## src/rtl/synth_sample_pkg.sv

```systemverilog
// Shared types for the synth sample path: window magnitude type and collector states.
package synth_sample_pkg;

  localparam int SAMPLE_OUT_W = 32;
  localparam int SWC_WIN_LEN  = 4;

  typedef enum logic {SWC_FILL, SWC_FULL} swc_state_t;

  typedef logic [SAMPLE_OUT_W-1:0] mag_t;

endpackage

```

## src/rtl/sample_magnitude.sv

```systemverilog
// Combinational |x| of a signed sample, zero-extended to mag_t.
// The most-negative input maps to 2^(IN_W-1) because the negate is done one bit wider.
module sample_magnitude
  import synth_sample_pkg::*;
#(
  parameter int IN_W = 24
) (
  input  logic signed [IN_W-1:0] sample_i,
  output mag_t                   mag_o
);

  logic [IN_W:0] ext;
  logic [IN_W:0] abs_val;

  always_comb begin
    ext     = {sample_i[IN_W-1], sample_i};
    abs_val = sample_i[IN_W-1] ? -ext : ext;
    mag_o   = '0;
    mag_o[IN_W:0] = abs_val;
  end

endmodule

```

## src/rtl/sample_window_collector.sv

```systemverilog
// Collects signed samples into a 4-slot window of magnitudes, emitting one window every HOP accepts.
// Optional macro SWC_WINDOW_COUNT_EN adds a 16-bit emitted-window counter output.
module sample_window_collector
  import synth_sample_pkg::*;
#(
  parameter int IN_W  = 24,
  parameter int OUT_W = 32,
  parameter int HOP   = 4
) (
  input  logic                   clk,
  input  logic                   rst_n,
  input  logic                   flush,
  input  logic signed [IN_W-1:0] in_sample,
  input  logic                   in_valid,
  output logic                   in_ready,
  output logic [OUT_W-1:0]       sample0,
  output logic [OUT_W-1:0]       sample1,
  output logic [OUT_W-1:0]       sample2,
  output logic [OUT_W-1:0]       sample3,
  output logic                   out_valid,
  input  logic                   out_ready,
`ifdef SWC_WINDOW_COUNT_EN
  output logic [15:0]            window_count,
`endif
  output swc_state_t             dbg_state
);

  if (OUT_W != SAMPLE_OUT_W) begin : g_bad_out_w
    $error("sample_window_collector: OUT_W must be %0d", SAMPLE_OUT_W);
  end
  if (IN_W < 8 || IN_W >= OUT_W) begin : g_bad_in_w
    $error("sample_window_collector: IN_W out of range");
  end
  if (HOP < 1 || HOP > 4) begin : g_bad_hop
    $error("sample_window_collector: HOP out of range");
  end

  localparam logic [2:0] HOP_C  = 3'(HOP);
  localparam logic [2:0] FULL_C = 3'(SWC_WIN_LEN);

  swc_state_t state_q, state_d;
  mag_t       w_q [SWC_WIN_LEN];
  mag_t       w_d [SWC_WIN_LEN];
  logic [2:0] fill_cnt_q, fill_cnt_d;
  logic [2:0] hop_cnt_q, hop_cnt_d;
  logic       first_q, first_d;

  mag_t       mag;
  logic [2:0] fill_inc;
  logic [2:0] hop_inc;
  logic       accept;
  logic       emit;

  sample_magnitude #(.IN_W(IN_W)) u_mag (
    .sample_i (in_sample),
    .mag_o    (mag)
  );

  // Handshakes: a sample transfers on a clk edge where in_valid && in_ready (and no flush);
  // a window transfers on an edge where out_valid && out_ready. Both ready/valid are
  // registered state, so there is no combinational path from out_ready to in_ready.
  assign in_ready  = (state_q == SWC_FILL);
  assign out_valid = (state_q == SWC_FULL);
  assign dbg_state = state_q;
  assign sample0   = w_q[0];
  assign sample1   = w_q[1];
  assign sample2   = w_q[2];
  assign sample3   = w_q[3];

  assign accept   = in_valid && in_ready && !flush;
  assign fill_inc = (fill_cnt_q == FULL_C) ? FULL_C : fill_cnt_q + 3'd1;
  assign hop_inc  = hop_cnt_q + 3'd1;
  // The first window after reset/flush waits only for the fill; later ones wait for HOP.
  assign emit     = accept && (fill_inc == FULL_C) && (first_q || (hop_inc == HOP_C));

  always_comb begin
    state_d    = state_q;
    w_d        = w_q;
    fill_cnt_d = fill_cnt_q;
    hop_cnt_d  = hop_cnt_q;
    first_d    = first_q;
    if (flush) begin
      state_d    = SWC_FILL;
      w_d        = '{default: '0};
      fill_cnt_d = '0;
      hop_cnt_d  = '0;
      first_d    = 1'b1;
    end else if (state_q == SWC_FULL) begin
      if (out_ready) state_d = SWC_FILL;
    end else if (accept) begin
      w_d[0]     = w_q[1];
      w_d[1]     = w_q[2];
      w_d[2]     = w_q[3];
      w_d[3]     = mag;
      fill_cnt_d = fill_inc;
      hop_cnt_d  = emit ? 3'd0 : hop_inc;
      if (emit) begin
        state_d = SWC_FULL;
        first_d = 1'b0;
      end
    end
  end

  always_ff @(posedge clk or negedge rst_n) begin
    if (!rst_n) begin
      state_q    <= SWC_FILL;
      w_q        <= '{default: '0};
      fill_cnt_q <= '0;
      hop_cnt_q  <= '0;
      first_q    <= 1'b1;
    end else begin
      state_q    <= state_d;
      w_q        <= w_d;
      fill_cnt_q <= fill_cnt_d;
      hop_cnt_q  <= hop_cnt_d;
      first_q    <= first_d;
    end
  end

`ifdef SWC_WINDOW_COUNT_EN
  logic [15:0] win_cnt_q;

  always_ff @(posedge clk or negedge rst_n) begin
    if (!rst_n) begin
      win_cnt_q <= '0;
    end else if (flush) begin
      win_cnt_q <= '0;
    end else if (emit) begin
      win_cnt_q <= win_cnt_q + 16'd1;
    end
  end

  assign window_count = win_cnt_q;
`endif

endmodule

```

## config.mk

```make
export PLATFORM = sky130hd
export DESIGN_NAME = sample_window_collector
export DESIGN_NICKNAME = d
export VERILOG_FILES = /design/src/rtl/synth_sample_pkg.sv /design/src/rtl/sample_magnitude.sv /design/src/rtl/sample_window_collector.sv
export SDC_FILE = /design/constraint.sdc
export NUM_CORES = 1
export LEC_CHECK = 0
export ABC_AREA = 1
export CAP_MARGIN = 10
export CELL_PAD_IN_SITES_DETAIL_PLACEMENT = 1
export CELL_PAD_IN_SITES_GLOBAL_PLACEMENT = 1
export CORE_MARGIN = 4
export CORE_UTILIZATION = 31
export CTS_CLUSTER_SIZE = 10
export DETAILED_ROUTE_END_ITERATION = 7
export HOLD_SLACK_MARGIN = 0.03
export PLACE_DENSITY_LB_ADDON = 0.1
export SLEW_MARGIN = 20
export SYNTH_ARGS = -nofsm -noshare
export SYNTH_HDL_FRONTEND = slang
export SYNTH_SLANG_ARGS = --single-unit
```

## constraint.sdc

```tcl
create_clock -name clk -period 1.4 [get_ports clk]
set_clock_uncertainty 0.2 [all_clocks]
set_input_delay 0.14 -clock clk [delete_from_list [all_inputs] [get_ports clk]]
set_output_delay 0.14 -clock clk [all_outputs]
set_load 0.02 [all_outputs]
```

==> impl_metrics.csv, run 1 <==
group,metric,value,unit
outcome,status,"finished with violations",
outcome,violations,"setup timing",
finish,antenna-diode-count,0,
route,drt_iter0_markers,169,
floorplan,dieWidth,135,um
cts,cts_tree,"yes",
sta,worst_slack,-0.256,ns
finish,nets,835,
global_route,grt_pass1_vias,5205,
cts,clock_latency,0.36,ns
sta,fin_setup_tns,-20.01,ns
route,drc_errors,0,
floorplan,ios,160,
finish,syn2layout_area_growth,81.5,%
critical_path,cp_max_fo,7,
yosys,ys_warn_count,0,
sta,rsz0062_at_grt,"yes",
critical_path,required,1.45,ns
yosys,syn-instance-count,562,
cts,cts_max_path_buffers,2,
critical_path,cp-end-kind,"flop",
sta,hold_slack,0.00508,ns
power_and_ir_drop,p_leak,4.46,nW
yosys,syn_avg_cell_area,8.85,um2
cts,htree_levels,3,
cts,cts_sinks,108,
cts,cts.root.buffer_cell,"clkbuf_16",
critical_path,worstRegToRegCells,9,
yosys,synthesis.area,0.00497,mm2
critical_path,crit_type,"flop to flop",
finish,drive_gt1_frac,0.536,
route,wl_per_cell,20.6,um
flow_run,drv_cap,0,
yosys,synth-seq-cells,108,
placed_design,dpl.hpwl,11900,um
cts,cts_hold_buf,1,
floorplan,die_y,135,um
critical_path,cp-start-kind,"flop",
power_and_ir_drop,ir_drop,609,uV
sta,drv_slew,0,
global_route,grt_usage,0.215,
yosys,synth-seq-area-share,0.544,
sta,max_freq,0.604,GHz
route,vias,4830,
floorplan,core,0.0158,mm2
power_and_ir_drop,power_density,861,mW/mm2
route,wl,21100,um
floorplan,initial_core_util,0.315,
global_route,antenna_found_initial,0,
sta,hold_viol,0,
global_route,grt_max_degree,32,
route,dr.pass1.iters,4,
floorplan,rows,46,
placed_design,dp_slack,-0.506,ns
global_route,grt-ovfl-total,0,
critical_path,cp.arrival,1.70,ns
floorplan,dieArea,0.0181,mm2
placed_design,port_buffers,131,
placed_design,globalplace.congestion,0.754,
route,ant_nets,0,
sta,finalSetupViolations,111,
sta,fin_crit,1.66,ns
cts,clk_pin_slew,0.07,ns
route,vias_per_cell,4.73,
min_path,min_path_type,"primary input to async pin",
sta,fin_crit_sh,1.18,
cts,numCtsBuffers,9,
yosys,synth_cell_type_count,31,
global_route,grt_pass1_wl,30000,um
power by group:
part	total, mW	switching [mW]	leakage [nW]	internal, mW
combinational	1.84	1.02	2.84	0.812
sequential	3.30	0.0767	1.47	3.22
clock	2.64	1.20	0.147	1.44
synthesized netlist by cell type:
master / n / share of area
nand2_1: 110 / 0.083
o22ai_1: 49 / 0.062
nand4_1: 5 / 0.0063
buf_4: 35 / 0.053
buf_6: 2 / 0.0045
o21bai_1: 1 / 0.0015
a21oi_1: 12 / 0.012
ha_1: 5 / 0.013
conb_1: 1 / 0.00075
clkbuf_1: 6 / 0.0045
nand3_2: 1 / 0.0020
o211ai_1: 1 / 0.0015
o21ai_0: 55 / 0.055
inv_1: 85 / 0.064
nand2_2: 5 / 0.0063
o31ai_1: 1 / 0.0015
nand2_4: 2 / 0.0045
nand3_1: 26 / 0.026
dfrtp_1: 107 / 0.54
xnor2_1: 1 / 0.0018
dfstp_2: 1 / 0.0053
nor2_8: 1 / 0.0040
nor2_1: 21 / 0.016
nor2_2: 3 / 0.0038
buf_2: 10 / 0.010
o21ai_1: 6 / 0.0060
inv_2: 3 / 0.0023
nand3b_1: 4 / 0.0060
a22oi_1: 1 / 0.0015
nor3_1: 1 / 0.0010
nor2_4: 1 / 0.0023
cell families (layout without fill, tap and decap cells):
group	Yosys count	in the layout	share of synthesized area
AO/OA/AOI/OAI	126	126	0.141
XOR/XNOR	1	1	0.00176
adder cells (fa/ha/maj)	5	5	0.0126
buffers and inverters	141	357	0.138
flip-flops	108	108	0.544
other	1	28	0.000754
AND/OR/NAND/NOR	180	181	0.161
sequential cells by signal, summed over array words and instances (netlist names):
name	count
sample1	25
hop_cnt_q	3
sample2	25
dbg_state	1
sample0	25
fill_cnt_q	3
first_q	1
sample3	25
cells in the final DEF (no fill, tap or decap), types with 16 or more instances in the layout:
cell type,Yosys,routed
conb_1,1,28
nand2_2,5,21
nand2_4,2,46
o22ai_2,0,41
clkdlybuf4s50_1,0,24
dfrtp_1,107,104
clkdlybuf4s15_2,0,16
buf_4,35,64
nand2_1,110,50
nor2_1,21,18
inv_1,85,80
buf_16,0,16
clkbuf_2,0,70
o21ai_2,0,36
buf_12,0,18
critical path: stages, from the launching register on:
cell     delay, ns
dfrtp_2       0.44
inv_4         0.08
nand2_4       0.07
buf_6         0.14
nand2_8       0.09
buf_12        0.14
inv_16        0.06
buf_16        0.15
nand2_2       0.09
o21ai_4       0.06
worst paths after layout:
check / start / to / slack [ns]
hold reg to reg: sample0[1]$_DFFE_PN0P_ / sample0[1]$_DFFE_PN0P_ / 0.29
setup / recovery: dbg_state$_DFF_PN0_ / sample0[6]$_DFFE_PN0P_ / -0.26
max in group asynchronous: rst_n / sample2[7]$_DFFE_PN0P_ / 0.49
hold / removal: rst_n / sample0[21]$_DFFE_PN0P_ / 0.005
min in group clk: in_sample[4] / sample3[4]$_DFFE_PN0P_ / 0.05
setup reg to reg: dbg_state$_DFF_PN0_ / sample0[6]$_DFFE_PN0P_ / -0.26
area by class of cell:
type | count | area, um2
clock buffer | 12 | 246
clock inverter | 4 | 48.8
fill | 1751 | 6750
inverter | 88 | 365
multi-input combinational | 341 | 2780
sequential | 108 | 2710
tap | 216 | 270
timing repair buffer | 251 | 2590
timing repair inverter | 2 | 22.5
metrics by stage:
step / util / cell area (um2) / power, mW / std cells
after floorplan: - / 5080 / 3.93 / 589
after global placement: 0.441 / 6960 / 4.52 / 957
after detailed placement: 0.441 / 6960 / 4.55 / 957
after CTS: 0.551 / 8690 / 7.56 / 1010
after global routing: 0.572 / 9020 / 8.06 / 1022
final: 0.572 / 9020 / 7.77 / 1022
per-layer routing:
layer	GRT usage	routed length, um	vias to the layer above
li1	-	-	2261
met1	0.267	8780	2452
met2	0.391	11500	100
met3	0.0350	522	17
met4	0.0515	272	0
met5	0	0	-
what timing repair did:
action,CTS,global route
setup endpoints to repair,211,189
setup buffers,20,9
endpoints found under the hold margin,108,10
pin swaps,41,23
cloned,19,5
resized for setup,459,212
No activity file was read; power rests on OpenSTA's default activity.
==> inputs of run 2 (changes only) <==
--- a/config.mk
+++ b/config.mk
@@ -6,11 +6,10 @@
 export NUM_CORES = 1
 export LEC_CHECK = 0
 export ABC_AREA = 1
-export CAP_MARGIN = 10
 export CELL_PAD_IN_SITES_DETAIL_PLACEMENT = 1
 export CELL_PAD_IN_SITES_GLOBAL_PLACEMENT = 1
 export CORE_MARGIN = 4
-export CORE_UTILIZATION = 31
+export CORE_UTILIZATION = 34
 export CTS_CLUSTER_SIZE = 10
 export DETAILED_ROUTE_END_ITERATION = 7
 export HOLD_SLACK_MARGIN = 0.03
==> constraint.sdc (replaced) <==
create_clock -name clk -period 1.7 [get_ports clk]
set_clock_uncertainty 0.2 [all_clocks]
set_input_delay 0.17 -clock clk [delete_from_list [all_inputs] [get_ports clk]]
set_output_delay 0.17 -clock clk [all_outputs]
set_load 0.02 [all_outputs]
==> run 2 against run 1 <==
Effect of this change: the run now ends clean; non-clock buffer count fell by 71; flip-flop and latch count did not move; die area fell by 8.3%; critical path type is now flop to output port; largest power group unchanged; highest routed layer unchanged.
==> impl_metrics.csv, run 2 (synthesis results as in run 1) <==
group,metric,value,unit
critical_path,cp_slowest_cell,"clkdlybuf4s50_1",
global_route,grt-ovfl-total,0,
cts,numCtsBuffers,9,
route,drt_iter0_markers,208,
floorplan,die_y,129,um
cts,clk_pin_slew,0.07,ns
critical_path,required,1.33,ns
critical_path,cp.arrival,1.30,ns
finish,antenna-diode-count,0,
route,wl,14600,um
finish,syn2layout_area_growth,43.2,%
placed_design,port_buffers,131,
route,ant_nets,0,
sta,slew_headroom,0.648,
global_route,gr-usage-met3,0.0191,
global_route,grt_max_degree,50,
outcome,status,"finished, final reports clean",
route,vias_per_cell,4.70,
cts,cts_tree,"yes",
floorplan,initial_core_util,0.353,
sta,drv_slew,0,
sta,fin_setup_tns,0,ns
cts,htree_levels,3,
power_and_ir_drop,ir_drop,555,uV
placed_design,globalplace.congestion,0.797,
floorplan,rows,43,
sta,hold_viol,0,
sta,fin_crit,1.67,ns
critical_path,critPathBufInv,1,
finish,layout_commonest_cell,"dfrtp_1",
finish,fin_area,0.00712,mm2
global_route,grt-busiest-layer,"met2",
critical_path,cp_top_family,"buffers and inverters",
sta,finalSetupViolations,0,
finish,fillCellCount,1697,
global_route,antenna_found_initial,0,
power_and_ir_drop,power_density,844,mW/mm2
cts,cts_sinks,108,
cts,cts.root.buffer_cell,"clkbuf_16",
power_and_ir_drop,p_leak,4.15,nW
sta,fin_crit_sh,0.982,
finish,drive_gt1_frac,0.127,
critical_path,cp-start-kind,"flop",
sta,max_freq,0.599,GHz
floorplan,ios,160,
global_route,grt_usage,0.180,
finish,nets,761,
cts,clock_latency,0.34,ns
route,drc_errors,0,
placed_design,dpl.hpwl,11500,um
critical_path,crit_type,"flop to output port",
floorplan,dieWidth,129,um
finish,multiInputGateArea,0.00171,mm2
route,dr.pass1.iters,4,
global_route,use_met2,0.305,
placed_design,place_area,0.00670,mm2
flow_run,drv_cap,0,
floorplan,core,0.0141,mm2
sta,max_slew.worst_pin.slew,0.522,ns
critical_path,cp_max_fo,2,
route,vias,4290,
critical_path,path_cells,"clkdlybuf4s50_1",
floorplan,dieArea,0.0166,mm2
route,wl_per_cell,16.1,um
cts,cts_max_path_buffers,2,
global_route,met1_usage,0.243,
global_route,grt_pass1_wl,23700,um
min_path,min_path_type,"primary input to async pin",
global_route,grt_pass1_vias,4526,
critical_path,cpPeakStageDelay,0.61,ns
finish,regArea,0.00270,mm2
finish,final_cell_mix,"dfrtp_1, nand2_1, inv_1",
critical_path,cp-end-kind,"output port",
## run 2: path summary, 6_finish.rpt
check	depth (start not counted)	slack, ns	start	endpoint
setup / recovery	1	0.03	sample3[4]$_DFFE_PN0P_	sample3[4]
hold / removal	3	0.17	rst_n	sample0[5]$_DFFE_PN0P_
setup reg to reg	6	0.10	hop_cnt_q[0]$_DFFE_PN0P_	hop_cnt_q[2]$_DFFE_PN0P_
hold reg to reg	2	0.28	sample0[21]$_DFFE_PN0P_	sample0[21]$_DFFE_PN0P_
max in group asynchronous	3	0.58	rst_n	sample0[1]$_DFFE_PN0P_
min in group clk	4	0.25	out_ready	dbg_state$_DFF_PN0_
## run 2: per-stage QoR
step	utilization	hold WS [ns]	setup WS [ns]	std cells	total power, mW
floorplan	-	-0.326	0.122	589	3.24
global placement	0.475	-0.212	-0.193	893	3.66
detailed placement	0.475	-0.213	-0.244	893	3.69
CTS	0.496	0.179	0.00153	911	6.07
global route	0.505	0.195	-0.0106	912	6.27
finish	0.505	0.166	0.0302	912	6.01
## run 2: area by class of cell
| cell class | instances | share of cell area |
|---|---|---|
| multi-input combinational | 340 | 0.241 |
| timing repair buffer | 180 | 0.253 |
| inverter | 88 | 0.0464 |
| tap | 180 | 0.0316 |
| clock buffer | 10 | 0.0336 |
| clock inverter | 6 | 0.0153 |
| sequential | 108 | 0.380 |
## run 2: metal layers
layer | wire [um] | vias to the layer above | part of all wire
met3 | 514 | 15 | 0.035
met5 | 0 | - | 0
met4 | 210 | 0 | 0.014
met2 | 7350 | 96 | 0.50
met1 | 6570 | 2088 | 0.45
li1 | - | 2091 | -
## run 2: power breakdown
group,switching (mW),internal [mW]
Clock,0.927,1.48
Combinational,0.553,0.339
Sequential,0.0559,2.65
Total,1.54,4.47
## run 2: what timing repair did
action | CTS | global route
setup endpoints to repair | 62 | 47
pin swaps | 0 | 2
hold endpoints to repair | 108 | 0
gates resized for setup | 62 | 53
setup buffers | 0 | 1
hold buffers | 2 | 0
